## config.mk

```make
export PLATFORM = sky130hd
export DESIGN_NAME = forwarding_br_sb
export DESIGN_NICKNAME = d
export VERILOG_FILES = /design/src/rtl/forwarding_br_sb.sv
export SDC_FILE = /design/constraint.sdc
export NUM_CORES = 1
export LEC_CHECK = 0
export CAP_MARGIN = 25
export CORE_ASPECT_RATIO = 1.75
export CORE_UTILIZATION = 43
export CTS_BUF_LIST = sky130_fd_sc_hd__clkbuf_8
export CTS_CLUSTER_DIAMETER = 150
export DETAILED_ROUTE_END_ITERATION = 6
export PLACE_DENSITY = 0.64
export RECOVER_POWER = 100
export SLEW_MARGIN = 25
export SYNTH_ARGS = -nofsm -noshare
export SYNTH_HDL_FRONTEND = slang
export SYNTH_SLANG_ARGS = --single-unit
export TNS_END_PERCENT = 1
```

## constraint.sdc

```tcl
create_clock -name clk -period 3.5 [get_ports clk]
set_clock_uncertainty 0.15 [all_clocks]
set_input_delay 0.7 -clock clk [delete_from_list [all_inputs] [get_ports clk]]
set_output_delay 0.7 -clock clk [all_outputs]
set_load 0.005 [all_outputs]
```

## src/rtl/forwarding_br_sb.sv

```systemverilog
// forwarding_br_sb
//   ID-stage branch-operand forwarding unit with a scoreboard for
//   long-latency writers (divider, FPU). Each branch source picks regfile,
//   MEM or WB data; stall is raised while a source is still being produced.
//
// Ports
//   clk, rst              clock, synchronous active-high reset
//   rs_id, rs_float       branch sources (5 bits each) and their file bit
//   mem_*                 MEM-stage writer (valid, rd, float, is_load)
//   wb_*                  WB-stage writer (valid, rd, float)
//   iss_*                 long-latency issue (valid, rd, float, lat)
//   fw_sel                per source: 00 regfile, 01 MEM, 10 WB
//   stall                 hold ID this cycle (combinational)
//   stall_cnt             saturating count of stall cycles
module forwarding_br_sb #(
    parameter int FLOAT   = 0,
    parameter int NUM_SRC = 2,
    parameter int LAT_W   = 3
) (
    input  logic                   clk,
    input  logic                   rst,
    input  logic [5*NUM_SRC-1:0]   rs_id,
    input  logic [NUM_SRC-1:0]     rs_float,
    input  logic                   mem_valid,
    input  logic [4:0]             mem_rd,
    input  logic                   mem_float,
    input  logic                   mem_is_load,
    input  logic                   wb_valid,
    input  logic [4:0]             wb_rd,
    input  logic                   wb_float,
    input  logic                   iss_valid,
    input  logic [4:0]             iss_rd,
    input  logic                   iss_float,
    input  logic [LAT_W-1:0]       iss_lat,
    output logic [2*NUM_SRC-1:0]   fw_sel,
    output logic                   stall,
    output logic [15:0]            stall_cnt
);

    localparam int NE = (FLOAT != 0) ? 64 : 32;
    localparam int IW = (FLOAT != 0) ? 6 : 5;

    logic [NE-1:0]    busy_q, busy_d;
    logic [LAT_W-1:0] cnt_q [NE];
    logic [LAT_W-1:0] cnt_d [NE];
    logic [15:0]      stall_cnt_q, stall_cnt_d;

    logic             iss_ok;
    logic [IW-1:0]    iss_idx;

    // Scoreboard slot: float registers live in the upper half when FLOAT=1;
    // with FLOAT=0 the file bit is truncated away.
    function automatic logic [IW-1:0] ent(input logic [4:0] r, input logic fl);
        logic [5:0] full;
        full = {fl & (FLOAT != 0), r};
        return IW'(full);
    endfunction

    // Integer x0 never matches; float f0 is a real register.
    function automatic logic is_int_zero(input logic [4:0] r, input logic fl);
        return (r == 5'd0) && ((FLOAT == 0) || !fl);
    endfunction

    function automatic logic hit(input logic [4:0] rd, input logic fl,
                                 input logic [4:0] rs, input logic rs_fl);
        logic same_file;
        same_file = (FLOAT == 0) || (fl == rs_fl);
        return (rd == rs) && same_file && !is_int_zero(rd, fl);
    endfunction

    assign iss_ok  = iss_valid && (iss_lat != '0) && !is_int_zero(iss_rd, iss_float);
    assign iss_idx = ent(iss_rd, iss_float);

    always_comb begin
        busy_d = busy_q;
        for (int e = 0; e < NE; e++) begin
            cnt_d[e] = cnt_q[e];
            if (busy_q[e]) begin
                cnt_d[e] = cnt_q[e] - LAT_W'(1);
                if (cnt_q[e] == LAT_W'(1)) begin
                    busy_d[e] = 1'b0;
                end
            end
            // A new issue overrides both countdown and expiry.
            if (iss_ok && (IW'(e) == iss_idx)) begin
                busy_d[e] = 1'b1;
                cnt_d[e]  = iss_lat;
            end
        end
    end

    always_comb begin
        logic [4:0] rs;
        logic       rsf;
        logic       mem_hit;
        logic       wb_hit;
        fw_sel = '0;
        stall  = 1'b0;
        for (int i = 0; i < NUM_SRC; i++) begin
            rs      = rs_id[5*i +: 5];
            rsf     = rs_float[i];
            mem_hit = mem_valid && hit(mem_rd, mem_float, rs, rsf);
            wb_hit  = wb_valid && hit(wb_rd, wb_float, rs, rsf);
            // A load in MEM has no data yet, so it falls through to WB.
            if (mem_hit && !mem_is_load) begin
                fw_sel[2*i +: 2] = 2'b01;
            end else if (wb_hit) begin
                fw_sel[2*i +: 2] = 2'b10;
            end
            // Integer slot 0 is never set, so x0 cannot stall here.
            if (busy_q[ent(rs, rsf)] && !wb_hit) begin
                stall = 1'b1;
            end
            if (mem_hit && mem_is_load) begin
                stall = 1'b1;
            end
        end
    end

    always_comb begin
        stall_cnt_d = stall_cnt_q;
        if (stall && (stall_cnt_q != 16'hFFFF)) begin
            stall_cnt_d = stall_cnt_q + 16'd1;
        end
    end

    always_ff @(posedge clk) begin
        if (rst) begin
            busy_q      <= '0;
            stall_cnt_q <= '0;
            for (int e = 0; e < NE; e++) begin
                cnt_q[e] <= '0;
            end
        end else begin
            busy_q      <= busy_d;
            stall_cnt_q <= stall_cnt_d;
            for (int e = 0; e < NE; e++) begin
                cnt_q[e] <= cnt_d[e];
            end
        end
    end

    assign stall_cnt = stall_cnt_q;

endmodule
```

==> metrics <==
combinational power share 11.2%; via count about 7,000; critical-path cell list clkdlybuf4s50_1, or4_4, o21ai_2, buf_4, nor3_2, nor2_1, clkdlybuf4s50_1; crit path DAT between 2000 and 3000 ps; die area between 20,000 and 25,000 µm²; Routed WL per cell 15.47 µm; Primary FF master, synth dfxtp_1; Switching Fraction a little over a quarter; Crit-path slowest cell or4_4; Max clock buf depth 2; Psw just over 0.9 mW; Synth cell types 50; syn_area_per_cell slightly above 8 µm²; global-route usage over all layers about 22%; global route total overflow 0; design area between 9000 and 10,000 µm²; Rel. slew slack -9.612%; outcome finished with violations; asr flop ratio synth 0%; pre-CTS WS -489.1 ps; clk slew on worst S/H paths about 80 ps; largest net degree at the start of global routing 80; crit-path max cell delay 550 ps; FP Rows 67; initial antenna violation count 0; Fmax achieved around 0.29 GHz; H-tree depth 4; Worst-Margin Slew around 1600 ps; min Tclk post-route 3499 ps; CORE AREA roughly 19,000 µm²; vias in the first global route roughly 6,800; Clk pwr share just under 40%; Syn Inst Count 1,013; io pins 60; post-synthesis sequential area ratio 34.49%; Internal about 2.5 mW; fin nets around 1,200; Hold/Removal Path Class reg -> reg; Root Buffer clkbuf_8; Antenna Nets Post-Route 0; initial DRC count 456; EDFF count, synth 0; violated checks max-capacitance violations, max-slew violations; final critical-path share of the clock period around 100%; CP dominant cell by count clkdlybuf4s50_1; leak pwr around 3.6 nW; commonest non-fill, non-tap cell in the layout dfxtp_1; Clk Latency, worst-skew pair between 400 and 500 ps; die width about 110 µm; YS warnings 0; most frequent cells in the layout 144 x dfxtp_1, 106 x nor2_1, 98 x inv_1; GP Congestion 0.8232; drt pass-1 iters 5; Critical Path RT 2650 ps; ANT cells 0; CTS Buf Count 17; endpoints failing hold 0; Sum Neg Setup Slack 0 ps; Routed WL between 20 and 25 mm; Slew Viols, Final 35; sequential power share between 40% and 50%; overall die height 186.4 µm; maximum VDD drop 174.5 µV; first-pass GRT wire length 33.89 mm; FILL cells ~1,900; WS Path Type in -> out; Cell Area, Synth roughly 8400 µm²; kind of cell adding the most delay to the critical path buffers and inverters; DP HPWL between 10 and 15 mm; Critical Path End Type output pin; power per cell area around 350 nW/µm²; Vias/cell between 5 and 6; DP Area 9343 µm²; CP Launch Type input pin; hold buffer count at cts 0; clk sinks 144; Crit path buffers/inverters 3; final setup margin roughly 0.78 ps; MaxCap Viol Count 1; setup violators final 0; layout cell share with drive strength beyond 1 a little under a tenth; RSZ-0062 raised after global routing true; DRC errors left 0; syn_nets ~1,100; starting density of the core 43.73%; CTS tree built; area delta synth->final 16.89%; critical path fanouts, max 2; #FFs+latches synth between 100 and 150; port bufs 54
-- final cells by class --
class	count	area, µm²	area share, %
multi-input combinational	710	4822	49.36
sequential	144	2883	29.51
timing repair buffer	112	989.7	10.13
inverter	100	375.4	3.842
tap	241	301.5	3.087
clock buffer	19	261.5	2.677
clock inverter	13	136.4	1.396
-- stage by stage --
| step | utilization, % | power, mW | instances | hold WS, ps |
|---|---|---|---|---|
| floorplan | - | 1.980 | 1013 | 321.4 |
| global placement | 48.88 | 2.123 | 1305 | 328.2 |
| detailed placement | 48.88 | 2.129 | 1305 | 335.1 |
| CTS | 51.20 | 3.482 | 1338 | 347.3 |
| global route | 51.11 | 3.593 | 1339 | 364.9 |
| finish | 51.11 | 3.446 | 1339 | 337.9 |
-- registers in the layout, indices dropped and copies added (netlist names) --
signal     cells
stall_cnt     16
cnt_q         96
busy_q        32
-- repair_timing --
item                       in CTS  in global routing
gates cloned                    1                  0
resized for setup              28                  6
setup endpoints to repair       5                  4
setup buffers                   0                  1
pin swaps                       2                  1
-- power groups by stage --
stage               sequential (mW)  clock [mW]  combinational [mW]
detailed placement             1.74           0               0.388
finish                         1.70        1.36               0.385
global route                   1.71        1.46               0.424
floorplan                      1.73           0               0.248
global placement               1.74           0               0.382
CTS                            1.70        1.39               0.392
-- synth_stat cells, drive strengths merged (2+ instances only) --
master    n  area share, %
nand2    84            3.8
mux4      4            1.2
mux2      2           0.31
a211oi   65            5.8
a21oi    82            4.9
and3      6           0.45
o31ai    10           0.90
inv     100            4.5
xnor2    42            4.4
or4b      2           0.24
nor2    106            4.8
o311ai    2           0.21
xor2     42            4.4
nor3b     3           0.27
a22oi     6           0.54
o41ai     2           0.21
and2      2           0.15
clkbuf   43            1.9
o211ai   17            1.5
nand3    48            2.9
nor3      8           0.54
ha       65            9.7
o21ai    35            2.1
nor2b    12           0.90
nand2b    3           0.22
dfxtp   144             34
or3       2           0.15
or4      13            1.2
mux2i    38            4.6
buf      16            1.6
-- final timing paths --
| path | slack [ps] | startpoint | depth (start not counted) | to |
|---|---|---|---|---|
| setup reg to reg | 590 | busy_q[13] | 8 | stall_cnt[10] |
| setup / recovery | 0.8 | mem_rd[0] | 7 | fw_sel[3] |
| hold / removal | 340 | stall_cnt[7] | 2 | stall_cnt[7] |
| hold reg to reg | 340 | stall_cnt[7] | 2 | stall_cnt[7] |
-- logic make-up (layout without fill, tap and decap cells) --
group	after synthesis	in the layout	synth area share, %
simple gates	294	294	16.06
xor+xnor	84	84	8.802
mux	44	44	6.033
buf+inv	159	244	8.084
flops	144	144	34.49
compound gates	223	223	16.80
fa+ha+maj	65	65	9.731
-- worst register-to-register path, cell delays in order (launching register included) --
cell and delay (ps):
dfxtp_1 560, mux4_2 310, a22o_1 140, a31oi_1 40, and3_1 190, o221a_4 260
clkbuf_2 340, nor4_1 480, mux2_4 330
-- routing by layer --
layer	vias to the layer above	wire (µm)	global-route usage, %
met5	-	0	0
met2	123	11340	40.74
met1	3355	8067	22.32
met4	0	769	10.64
li1	3591	-	-
met3	48	528	3.737
Power figures use the tool's default switching activity.
